**config.mk**
```make
export PLATFORM = sky130hd
export DESIGN_NAME = rr_arbiter_4
export DESIGN_NICKNAME = d
export VERILOG_FILES = /design/src/rtl/rr_arbiter_4.sv
export SDC_FILE = /design/constraint.sdc
export NUM_CORES = 1
export LEC_CHECK = 0
export BUFFER_PORTS_ARGS = -buffer_cell sky130_fd_sc_hd__buf_2
export CORE_MARGIN = 2
export CORE_UTILIZATION = 35
export DETAILED_ROUTE_END_ITERATION = 8
export MAX_ROUTING_LAYER = met4
export SLEW_MARGIN = 20
export SYNTH_ARGS = -nofsm -noshare
export SYNTH_HDL_FRONTEND = slang
export SYNTH_SLANG_ARGS = --single-unit
```
**constraint.sdc**
```tcl
create_clock -name clk -period 2.7 [get_ports clk]
set_clock_uncertainty 0.2 [all_clocks]
set_input_delay 0.27 -clock clk [delete_from_list [all_inputs] [get_ports clk]]
set_output_delay 0.27 -clock clk [all_outputs]
set_load 0.02 [all_outputs]
```
**src/rtl/rr_arbiter_4.sv**
```systemverilog
// Four-way round-robin arbiter with registered one-hot grant and a per-grant hold limit.
// The current holder is always lowest priority when the grant rotates.
module rr_arbiter_4 #(
  parameter int unsigned MAX_HOLD = 8
) (
  input  logic       clk,
  input  logic       rst_n,
  input  logic [3:0] req,
  output logic [3:0] gnt,
  output logic [1:0] gnt_id,
  output logic       gnt_valid
);

  localparam logic [7:0] HoldMax = 8'(MAX_HOLD - 1);

  typedef enum logic [0:0] {StIdle, StGrant} state_e;

  state_e     state_q, state_d;
  logic [1:0] ptr_q, ptr_d;
  logic [7:0] cnt_q, cnt_d;
  logic [1:0] gnt_id_q, gnt_id_d;
  logic [3:0] gnt_q, gnt_d;
  logic       gnt_valid_q, gnt_valid_d;

  logic       win_found;
  logic [1:0] win_idx;
  logic [1:0] probe;
  logic       holder_req;
  logic       others_req;

  // Search from ptr upward; descending offsets so the smallest offset wins.
  always_comb begin
    win_found = 1'b0;
    win_idx   = ptr_q;
    probe     = ptr_q;
    for (int i = 3; i >= 0; i--) begin
      probe = ptr_q + 2'(i);
      if (req[probe]) begin
        win_found = 1'b1;
        win_idx   = probe;
      end
    end
  end

  assign holder_req = req[gnt_id_q];
  assign others_req = |(req & ~gnt_q);

  always_ff @(posedge clk or negedge rst_n) begin
    if (!rst_n) begin
      state_q     <= StIdle;
      ptr_q       <= 2'd0;
      cnt_q       <= 8'd0;
      gnt_id_q    <= 2'd0;
      gnt_q       <= 4'd0;
      gnt_valid_q <= 1'b0;
    end else begin
      state_q     <= state_d;
      ptr_q       <= ptr_d;
      cnt_q       <= cnt_d;
      gnt_id_q    <= gnt_id_d;
      gnt_q       <= gnt_d;
      gnt_valid_q <= gnt_valid_d;
    end
  end

  always_comb begin
    state_d     = state_q;
    ptr_d       = ptr_q;
    cnt_d       = cnt_q;
    gnt_id_d    = gnt_id_q;
    gnt_d       = gnt_q;
    gnt_valid_d = gnt_valid_q;
    unique case (state_q)
      StIdle: begin
        if (win_found) begin
          state_d     = StGrant;
          ptr_d       = win_idx + 2'd1;
          cnt_d       = 8'd0;
          gnt_id_d    = win_idx;
          gnt_d       = 4'b0001 << win_idx;
          gnt_valid_d = 1'b1;
        end else begin
          gnt_d       = 4'd0;
          gnt_valid_d = 1'b0;
        end
      end
      StGrant: begin
        // Release wins over forced rotation; ptr already points past the holder.
        if (!holder_req || (cnt_q == HoldMax && others_req)) begin
          if (win_found) begin
            ptr_d       = win_idx + 2'd1;
            cnt_d       = 8'd0;
            gnt_id_d    = win_idx;
            gnt_d       = 4'b0001 << win_idx;
            gnt_valid_d = 1'b1;
          end else begin
            state_d     = StIdle;
            cnt_d       = 8'd0;
            gnt_d       = 4'd0;
            gnt_valid_d = 1'b0;
          end
        end else if (cnt_q < HoldMax) begin
          cnt_d = cnt_q + 8'd1;
        end
      end
      default: state_d = StIdle;
    endcase
  end

  always_comb begin
    gnt       = gnt_q;
    gnt_id    = gnt_id_q;
    gnt_valid = gnt_valid_q;
  end

endmodule
```
==> out/summary.txt <==
ys async rst share = 100%
Worst R2R Path Depth = 5
vias in the first global route = 750
DIE HEIGHT = 58.1 um
Max-cap violations = 0
Cell Pwr Density = 905 nW/um^2
CP max stage delay = 0.55 ns
Worst slew margin = 64.9%
period utilisation layout = 81.1%
total I/O pin count = 13
Non-Filler Instances = 141
routed length per instance = 14.5 um
Routed Antenna Nets = 0
Gates resized, CTS repair = 0
Initial Util = 36.9%
cts hold-fix bufs = 1
Max VDD drop = 0.000503 V
drt total wl = 2040 um
clk slew on worst S/H paths = 0.10 ns
placed cells = 136
postcts setup bufs = 0
Placeable Area = 2780 sq um
top sig layer = met4
Post-synth EDFFs = 0
Crit Path Class = reg -> reg
kind of path behind the tightest hold check = in -> reg
Rows = 19
fin nets = 118
Worst Setup Slack, final = 0.511 ns
port bufs = 12
LEAKAGE = 0.522 nW
CP required = 2.68 ns
TritonCTS clock tree = yes
Peak Freq = 0.457 GHz
Seq/Total Area, Yosys = 43.9%
register bit total from synthesis = 18
min Tclk post-route = 2.19 ns
cell area after synthesis = 1030 sq um
RSZ-0062 raised after global routing = false
Layout fillers = 266
Syn Inst Count = 94
met2 WL = 894 um
share of layout cells above drive strength 1 = 28.2%
Global Route Usage Sum = 13.9%
most frequent cell after synthesis = dfrtp_1
CP endpoint kind = register
CP Data Arrival Time = 2.17 ns
initial antenna violation count = 0
Syn Nets = 101
DRC Markers = 0
unique cell type count in the Yosys netlist = 42
first-pass GRT wire length = 3550 um
Die Footprint = 3380 sq um
Avg Cell Area, Syn = 10.9 sq um
total gr overflow = 0
crit-path max FO = 18
Syn-to-layout area delta = 13.0%
CTS root buffer = clkbuf_4
Via Count = 752
die span in x = 58.1 um
DR pass1 iterations = 4
later-pin clock latency in the skew report = 0.29 ns
Post-Route Setup TNS = 0 ns
DP Area = 1110 sq um
initial drt markers = 16
cts bufs inserted = 3
top cells by count, synth = 18 x dfrtp_1, 8 x nand2_1, 7 x inv_1
Design Area, Final = 1160 sq um
CTS Sinks = 18
ys flop type = dfrtp_1
YS warnings = 0
slowest stage cell on the critical path = or4_4
number of diodes = 0
Overall Power = 0.00105 W
status = completed
synth top area cells = dfrtp_1 44%, nand2b_1 3.0%, mux2_4 2.9%
setup violators final = 0
worst-path cell chain = or4_4 > nor2_4 > a31oi_4 > nor2_2 > mux2_4
H-tree depth = 1
largest net degree at the start of global routing = 19
Worst-Margin Slew = 0.527 ns
hold depth = 3
GP Congestion = 0.822
met3 routed wirelength = 55 um
Post-DP HPWL = 1480 um
Max Slew Vio Count = 0
Final Hold Violating Endpoints = 0
R2R setup slack = 0.51 ns
Synth top area share = 43.9%
vias per cell = 5.33
Yosys top cell by area = dfrtp_1
Met1 Routed Length = 1060 um
crit start category = register
Place WS = 0.514 ns
maximum clock insertion buffer count = 2
==> per-layer routing <==
metal	vias to the layer above	GRT usage (%)
met5	-	-
met4	0	5.32
met3	4	2.23
met2	13	19.2
met1	361	20.3
li1	374	-
==> sequential cells by signal (all words and copies together) (netlist names) <==
signal and flops:
cnt_q 8, gnt 4, gnt_id 2, gnt_valid 1
ptr_q 2, state_q 1
==> kinds of logic after synthesis <==
| group | after synthesis | share of synthesized area (%) |
|---|---|---|
| AOI/OAI and AO/OA | 23 | 20.1 |
| adders and majority gates | 1 | 1.22 |
| DFF | 18 | 43.9 |
| xor gates and xnor gates | 1 | 0.854 |
| muxes | 5 | 7.20 |
| and+or+nand+nor | 38 | 23.1 |
| buffers and inverters | 8 | 3.66 |
==> cells in the final DEF, fill, tap and decap left out, types with 2 or more instances in the layout <==
cell type | Yosys | routed
dfrtp_1 | 18 | 18
buf_2 | 0 | 12
nand2_1 | 8 | 8
inv_1 | 7 | 7
nand2b_1 | 5 | 5
nor2_1 | 5 | 5
nor2b_1 | 4 | 4
o22a_1 | 3 | 3
o21ai_0 | 3 | 3
a21oi_1 | 3 | 3
clkbuf_4 | 0 | 3
nor2_2 | 2 | 2
nand3_1 | 2 | 2
mux2_4 | 2 | 2
a22o_1 | 2 | 2
o22ai_1 | 2 | 2
==> metrics by stage <==
step | util (%) | hold slack, ns
2_1_floorplan | - | -0.226
3_3_place_gp | 40.0 | 0.0228
3_5_place_dp | 40.0 | 0.0293
4_1_cts | 41.7 | 0.122
5_1_grt | 41.7 | 0.146
6_report | 41.7 | 0.131
==> final cells by class <==
cell class,count,area [sq um],share of cell area [%]
Inverter,7,26.3,2.27
Timing Repair Buffer,13,70.1,6.04
Multi-Input combinational cell,68,538,46.4
Tap cell,31,38.8,3.34
Sequential cell,18,450,38.8
Clock buffer,4,36.3,3.13
==> worst max-delay path, delay by kind of cell, from the launching register on <==
kind               cells  cell delay, ns
and+or+nand+nor        3            0.91
muxes                  1            0.32
DFF                    1            0.42
AOI/OAI and AO/OA      1            0.22
==> where the power goes <==
| part | internal, W | switching (W) |
|---|---|---|
| combinational | 0.000206 | 0.000261 |
| clock | 0.0000821 | 0.0000838 |
| sequential | 0.000342 | 0.0000748 |
| total | 0.000630 | 0.000420 |
==> path summary, 6_finish.rpt <==
check,from,end
min in group asynchronous,rst_n,gnt_id[1]
max in group asynchronous,rst_n,gnt[0]
hold reg to reg,gnt[0],gnt[0]
hold / removal,req[1],state_q
setup reg to reg,cnt_q[5],ptr_q[1]
setup / recovery,cnt_q[5],ptr_q[1]
Power figures use the tool's default switching activity.
